--- src/rtl/debounce_pkg.sv ---
// debounce_pkg
//   Shared types and helpers for the debounce_sync conditioning stage.
//   - state_t       : debounce FSM state encoding
//   - min_cnt_width : smallest counter width able to count DEBOUNCE_CYCLES values
package debounce_pkg;

  // STABLE_HI is the only state with both bits set, so bit 1 xor bit 0
  // identifies the two qualification states.
  typedef enum logic [1:0] {
    STABLE_LO = 2'b00,
    CHK_HI    = 2'b01,
    STABLE_HI = 2'b11,
    CHK_LO    = 2'b10
  } state_t;

  // Smallest width w (at least 1) with 2**w >= cycles, so the counter
  // can reach cycles-1 without wrapping.
  function automatic int min_cnt_width(input int cycles);
    int w;
    w = 1;
    while ((longint'(1) << w) < longint'(cycles)) begin
      w++;
    end
    return w;
  endfunction

endpackage

--- src/rtl/sync_chain.sv ---
// sync_chain
//   Multi-flop synchroniser for a single asynchronous bit. Reusable by any
//   CDC input that needs a plain level synchroniser.
//   Parameters:
//     STAGES  number of flops in the chain (>= 2)
//   Ports:
//     clk    in  system clock, rising edge
//     reset  in  asynchronous, active-high reset, clears the whole chain
//     d      in  raw asynchronous input
//     q      out synchronised copy of d, STAGES edges of latency
module sync_chain
  import debounce_pkg::*;
#(
  parameter int STAGES = 2
) (
  input  logic clk,
  input  logic reset,
  input  logic d,
  output logic q
);

  logic [STAGES-1:0] chain_q;
  logic [STAGES-1:0] chain_d;

  // Shift the raw input in at bit 0; the oldest sample leaves at the top.
  always_comb begin
    chain_d = {chain_q[STAGES-2:0], d};
  end

  always_ff @(posedge clk or posedge reset) begin
    if (reset) begin
      chain_q <= '0;
    end else begin
      chain_q <= chain_d;
    end
  end

  assign q = chain_q[STAGES-1];

endmodule

--- src/rtl/debounce_sync.sv ---
// debounce_sync
//   Front-end conditioning for asynchronous inputs (buttons, switches,
//   external strobes). Synchronises din_async, then accepts a change only
//   after it has been seen steadily for DEBOUNCE_CYCLES consecutive cycles
//   in a qualification state. All outputs are registered.
//   Parameters:
//     SYNC_STAGES      synchroniser depth (>= 2)
//     DEBOUNCE_CYCLES  stable cycles required to accept a change (>= 1)
//     CNT_WIDTH        qualification counter width, 2**CNT_WIDTH >= DEBOUNCE_CYCLES
//   Ports:
//     clk         in  system clock, rising edge
//     reset       in  asynchronous, active-high reset
//     din_async   in  raw, unsynchronised input
//     clean       out debounced level
//     rise_pulse  out one-cycle pulse coincident with clean 0->1
//     fall_pulse  out one-cycle pulse coincident with clean 1->0
//     busy        out high while a candidate transition is being qualified
module debounce_sync
  import debounce_pkg::*;
#(
  parameter int SYNC_STAGES     = 2,
  parameter int DEBOUNCE_CYCLES = 50000,
  parameter int CNT_WIDTH       = 16
) (
  input  logic clk,
  input  logic reset,
  input  logic din_async,
  output logic clean,
  output logic rise_pulse,
  output logic fall_pulse,
  output logic busy
);

  // Reject illegal configurations at elaboration time.
  if (DEBOUNCE_CYCLES < 1) begin : g_bad_cycles
    $error("debounce_sync: DEBOUNCE_CYCLES must be >= 1");
  end
  if (SYNC_STAGES < 2) begin : g_bad_stages
    $error("debounce_sync: SYNC_STAGES must be >= 2");
  end
  if (CNT_WIDTH < min_cnt_width(DEBOUNCE_CYCLES)) begin : g_bad_width
    $error("debounce_sync: CNT_WIDTH too small for DEBOUNCE_CYCLES");
  end

  localparam logic [CNT_WIDTH-1:0] CNT_LAST = CNT_WIDTH'(DEBOUNCE_CYCLES - 1);

  logic s;

  state_t               state_q, state_d;
  logic [CNT_WIDTH-1:0] cnt_q,   cnt_d;
  logic                 clean_q, clean_d;
  logic                 rise_q,  rise_d;
  logic                 fall_q,  fall_d;
  logic                 busy_q,  busy_d;

  sync_chain #(
    .STAGES (SYNC_STAGES)
  ) u_sync (
    .clk   (clk),
    .reset (reset),
    .d     (din_async),
    .q     (s)
  );

  // Next-state logic. Any sample disagreeing with the candidate level sends
  // the FSM back to the stable state with cnt cleared, so qualification
  // always restarts from zero. cnt stops at CNT_LAST because reaching it
  // leaves the CHK state.
  always_comb begin
    state_d = state_q;
    cnt_d   = cnt_q;
    clean_d = clean_q;
    rise_d  = 1'b0;
    fall_d  = 1'b0;

    case (state_q)
      STABLE_LO: begin
        if (s) begin
          state_d = CHK_HI;
          cnt_d   = '0;
        end
      end
      CHK_HI: begin
        if (!s) begin
          state_d = STABLE_LO;
          cnt_d   = '0;
        end else if (cnt_q == CNT_LAST) begin
          state_d = STABLE_HI;
          cnt_d   = '0;
          clean_d = 1'b1;
          rise_d  = 1'b1;
        end else begin
          cnt_d = cnt_q + CNT_WIDTH'(1);
        end
      end
      STABLE_HI: begin
        if (!s) begin
          state_d = CHK_LO;
          cnt_d   = '0;
        end
      end
      CHK_LO: begin
        if (s) begin
          state_d = STABLE_HI;
          cnt_d   = '0;
        end else if (cnt_q == CNT_LAST) begin
          state_d = STABLE_LO;
          cnt_d   = '0;
          clean_d = 1'b0;
          fall_d  = 1'b1;
        end else begin
          cnt_d = cnt_q + CNT_WIDTH'(1);
        end
      end
      default: begin
        state_d = STABLE_LO;
        cnt_d   = '0;
      end
    endcase

    // busy is derived from the next state so it is registered alongside it.
    busy_d = (state_d == CHK_HI) || (state_d == CHK_LO);
  end

  // FSM state, counter and output registers.
  always_ff @(posedge clk or posedge reset) begin
    if (reset) begin
      state_q <= STABLE_LO;
      cnt_q   <= '0;
      clean_q <= 1'b0;
      rise_q  <= 1'b0;
      fall_q  <= 1'b0;
      busy_q  <= 1'b0;
    end else begin
      state_q <= state_d;
      cnt_q   <= cnt_d;
      clean_q <= clean_d;
      rise_q  <= rise_d;
      fall_q  <= fall_d;
      busy_q  <= busy_d;
    end
  end

  assign clean      = clean_q;
  assign rise_pulse = rise_q;
  assign fall_pulse = fall_q;
  assign busy       = busy_q;

endmodule

--- config.mk ---
export PLATFORM = sky130hd
export DESIGN_NAME = debounce_sync
export DESIGN_NICKNAME = d
export VERILOG_FILES = /design/src/rtl/debounce_pkg.sv /design/src/rtl/sync_chain.sv /design/src/rtl/debounce_sync.sv
export SDC_FILE = /design/constraint.sdc
export NUM_CORES = 1
export LEC_CHECK = 0
export ABC_AREA = 1
export BUFFER_PORTS_ARGS = -buffer_cell sky130_fd_sc_hd__buf_4
export CAP_MARGIN = 20
export CORE_ASPECT_RATIO = 0.7
export CORE_MARGIN = 5
export CORE_UTILIZATION = 50
export DETAILED_ROUTE_END_ITERATION = 10
export PLACE_DENSITY = 0.67
export SLEW_MARGIN = 10
export SYNTH_ARGS = -nofsm -noshare
export SYNTH_HDL_FRONTEND = slang
export SYNTH_SLANG_ARGS = --single-unit
--- constraint.sdc ---
create_clock -name clk -period 2.46 [get_ports clk]
set_input_delay 0.369 -clock clk [delete_from_list [all_inputs] [get_ports clk]]
set_output_delay 0.369 -clock clk [all_outputs]
set_load 0.01 [all_outputs]
==> impl_summary.log <==
[metrics] outcome: completed
[metrics] Die Span Y: 54.59 um
[metrics] Net count, final: 197
[metrics] Worst Reg2Reg Path Length in Cells: 10
[metrics] maximum number of pins on one net before global-route repair: 25
[metrics] die area: 0.004023 mm^2
[metrics] Worst Setup Start Kind: register
[metrics] Yosys reg bits: 24
[metrics] unrepaired setup endpoints after global routing: no
[metrics] kind of critical path: register to register
[metrics] detailed-router iteration count before antenna repair: 4
[metrics] # port buffers: 6
[metrics] Resize count post-CTS: 0
[metrics] floorplan die width: 73.70 um
[metrics] post-DP HPWL: 2121 um
[metrics] highest ir drop seen on vdd: 0.4439 mV
[metrics] vias per cell: 5.215
[metrics] Fmax: 561.6 MHz
[metrics] # setup viols final: 0
[metrics] proportion of layout cells with a drive suffix above 1: 0.1872
[metrics] cell at the root of the clock tree: sky130_fd_sc_hd__clkbuf_8
[metrics] via count: 1163
[metrics] Final Skew: 0.01001 ns
[metrics] number of hold buffers added after cts: 0
[metrics] Setup Total Neg Slack: 0 ns
[metrics] period utilisation layout: 0.7238
[metrics] maximum level of the CTS H-tree: 1
[metrics] commonest non-fill, non-tap cells in the layout: 34 x sky130_fd_sc_hd__nand2_1, 27 x sky130_fd_sc_hd__inv_1, 24 x sky130_fd_sc_hd__dfrtp_1, 18 x sky130_fd_sc_hd__nor2_1, 12 x sky130_fd_sc_hd__nand3_1
[metrics] FF/Latch Area: 600.6 um^2
[metrics] largest area contributor in the synthesized netlist: sky130_fd_sc_hd__dfrtp_1
[metrics] critical path data required time: 2.61 ns
[metrics] post-detailed-route DRC marker count: 0
[metrics] max-capacitance violation count: 0
[metrics] number of nets still failing antenna checks after routing: 0
[metrics] Fill cells: 254
[metrics] share of Yosys cell area claimed by the top area cell type: 0.4229
[metrics] Global Route Usage Sum: 0.1651
[metrics] r2r endpoint: cnt_q[12]$_DFFE_PP0P_
[metrics] Warnings, synthesis: 0
[metrics] setup bufs post-CTS: 0
[metrics] post-synthesis sequential area ratio: 0.4229
[metrics] mean post-synth cell area: 7.978 um^2
[metrics] antenna violations before repair: 0
[metrics] clock sink count: 24
[metrics] Detailed Route WL: 2745 um
[metrics] DR iter-0 viols: 109
[metrics] Static Leakage: 0.7481 nW
[metrics] final weighted congestion in routability-driven placement: 0.8811
[metrics] total global routing overflow: 0
[metrics] Setup crit end: cnt_q[12]$_DFFE_PP0P_
[metrics] count of antenna diodes in the layout: 0
[metrics] clock tree from TritonCTS: done
[metrics] kind of capture point of the worst setup path: register
[metrics] post-layout minimum cycle time: 1.781 ns
[metrics] number of cells traversed by the worst hold path: 1
[metrics] cell count after synthesis: 178
[metrics] synthesized netlist net count: 187
[metrics] endpoints failing hold: 0
[metrics] starting density of the core: 0.5140
[metrics] worst setup path startpoint: state_q[0]$_DFF_PP0_
[metrics] source of the worst hold timing path: din_async
[metrics] data arrival time of the critical path: 1.94 ns
[metrics] number of different library cells in the post-synthesis netlist: 32
[metrics] Max FO, Critical Path: 7
[metrics] r2r startpoint: state_q[0]$_DFF_PP0_
[metrics] insertion delay to the later sink of the worst-skew pair: 0.27 ns
[metrics] reg2reg setup slack: 0.68 ns
[metrics] Hold Path Class: input port to register
[metrics] Final Max Slew Viols: 0
[metrics] final core utilization: 0.5625
[metrics] total power density per cell area: 776.4 mW/mm^2
[metrics] relative slew slack: 0.4193
[metrics] worst-case clock buffer depth: 2
[metrics] total power: 1.207 mW
[metrics] I/O pin count: 7
[metrics] transition time of the tightest slew-check pin: 0.8701 ns
[metrics] vias in the first global route: 1097
[metrics] Core Footprint: 0.002763 mm^2
[metrics] leading cell type in the layout, fill and taps excluded: sky130_fd_sc_hd__nand2_1
[metrics] post-CTS clock slew at the launch and capture registers of the worst setup and hold paths: 0.09 ns
[metrics] multi-input logic area: 683.2 um^2
[metrics] smallest hold slack: 0.2119 ns
[metrics] Syn-to-layout area delta: 9.427%
[metrics] number of buffers added by the clock tree synthesis step: 3
[metrics] wire length per cell: 12.31 um
[metrics] combined area of all synthesized cells: 0.001420 mm^2
[metrics] number of placement rows: 16
[metrics] wire length of the first global-routing pass: 4940 um
[metrics] cells taking the most area after synthesis: sky130_fd_sc_hd__dfrtp_1 42%, sky130_fd_sc_hd__nand2_1 9.0%, sky130_fd_sc_hd__inv_1 7.1%, sky130_fd_sc_hd__ha_1 5.3%, sky130_fd_sc_hd__nor2_1 4.8%
==> worst max-delay path, stage by stage, from the launching register on <==
cell and delay, ns:
sky130_fd_sc_hd__dfrtp_1 0.40, sky130_fd_sc_hd__inv_1 0.11, sky130_fd_sc_hd__ha_1 0.20, sky130_fd_sc_hd__inv_1 0.07, sky130_fd_sc_hd__o21ai_2 0.11, sky130_fd_sc_hd__nor2_2 0.20, sky130_fd_sc_hd__nand2_1 0.11, sky130_fd_sc_hd__inv_1 0.11
sky130_fd_sc_hd__nand3_1 0.09, sky130_fd_sc_hd__o21ai_0 0.21, sky130_fd_sc_hd__a21oi_1 0.07
==> routing by layer <==
metal  track usage  up-vias  share of wire
met5             0        -              0
met4       0.05723        0          0.015
met1        0.2206      535           0.49
met2        0.2529       35           0.43
met3       0.05321        7          0.068
li1              -      586              -
==> logic make-up after synthesis <==
group	Yosys count	share of synthesized area
simple gates	94	0.3286
buf+inv	33	0.09603
flops	24	0.4229
compound gates	17	0.07490
fa+ha+maj	6	0.05286
xor+xnor	4	0.02467
==> through the flow <==
step	setup WS, ns	instance area (um^2)	cells
4_1_cts	0.7004	1554	223
2_1_floorplan	0.9198	1420	178
3_3_place_gp	0.7879	1499	219
6_report	0.6795	1554	223
3_5_place_dp	0.7151	1499	219
5_1_grt	0.5161	1554	223
==> flip-flops by register name (all words and copies together) (netlist names) <==
name            cells
cnt_q              16
state_q             2
u_sync.chain_q      2
busy                1
clean               1
fall_pulse          1
rise_pulse          1
==> synthesized netlist by cell type, drive strengths merged <==
library cell  count
nand2            40
inv              31
nor2             25
dfrtp            24
nand3            13
a21oi             6
ha                6
nand4             6
nor3              6
o21ai             6
xor2              4
nor4              2
a31oi             1
buf               1
clkinv            1
nor3b             1
o211a             1
o211ai            1
o21a              1
o31ai             1
or2               1
==> how the worst min path moves through the flow <==
| stage | to | slack (ns) |
|---|---|---|
| floorplan | u_sync.chain_q[1]$_DFF_PP0_ | 0.33 |
| global placement | u_sync.chain_q[1]$_DFF_PP0_ | 0.33 |
| detailed placement | u_sync.chain_q[1]$_DFF_PP0_ | 0.34 |
| CTS | u_sync.chain_q[0]$_DFF_PP0_ | 0.21 |
| global route | u_sync.chain_q[0]$_DFF_PP0_ | 0.20 |
| finish | u_sync.chain_q[0]$_DFF_PP0_ | 0.21 |
==> final cells by class <==
class | count | area share
inverter | 32 | 0.08052
tap | 36 | 0.02899
timing repair buffer | 6 | 0.02899
sequential | 24 | 0.3865
multi-input combinational | 121 | 0.4396
clock buffer | 4 | 0.03543
==> power by group <==
group | switching (mW) | internal (mW)
sequential | 0.0306 | 0.432
combinational | 0.327 | 0.155
clock | 0.120 | 0.143
total | 0.477 | 0.729
(Power assumes the default switching activity.)
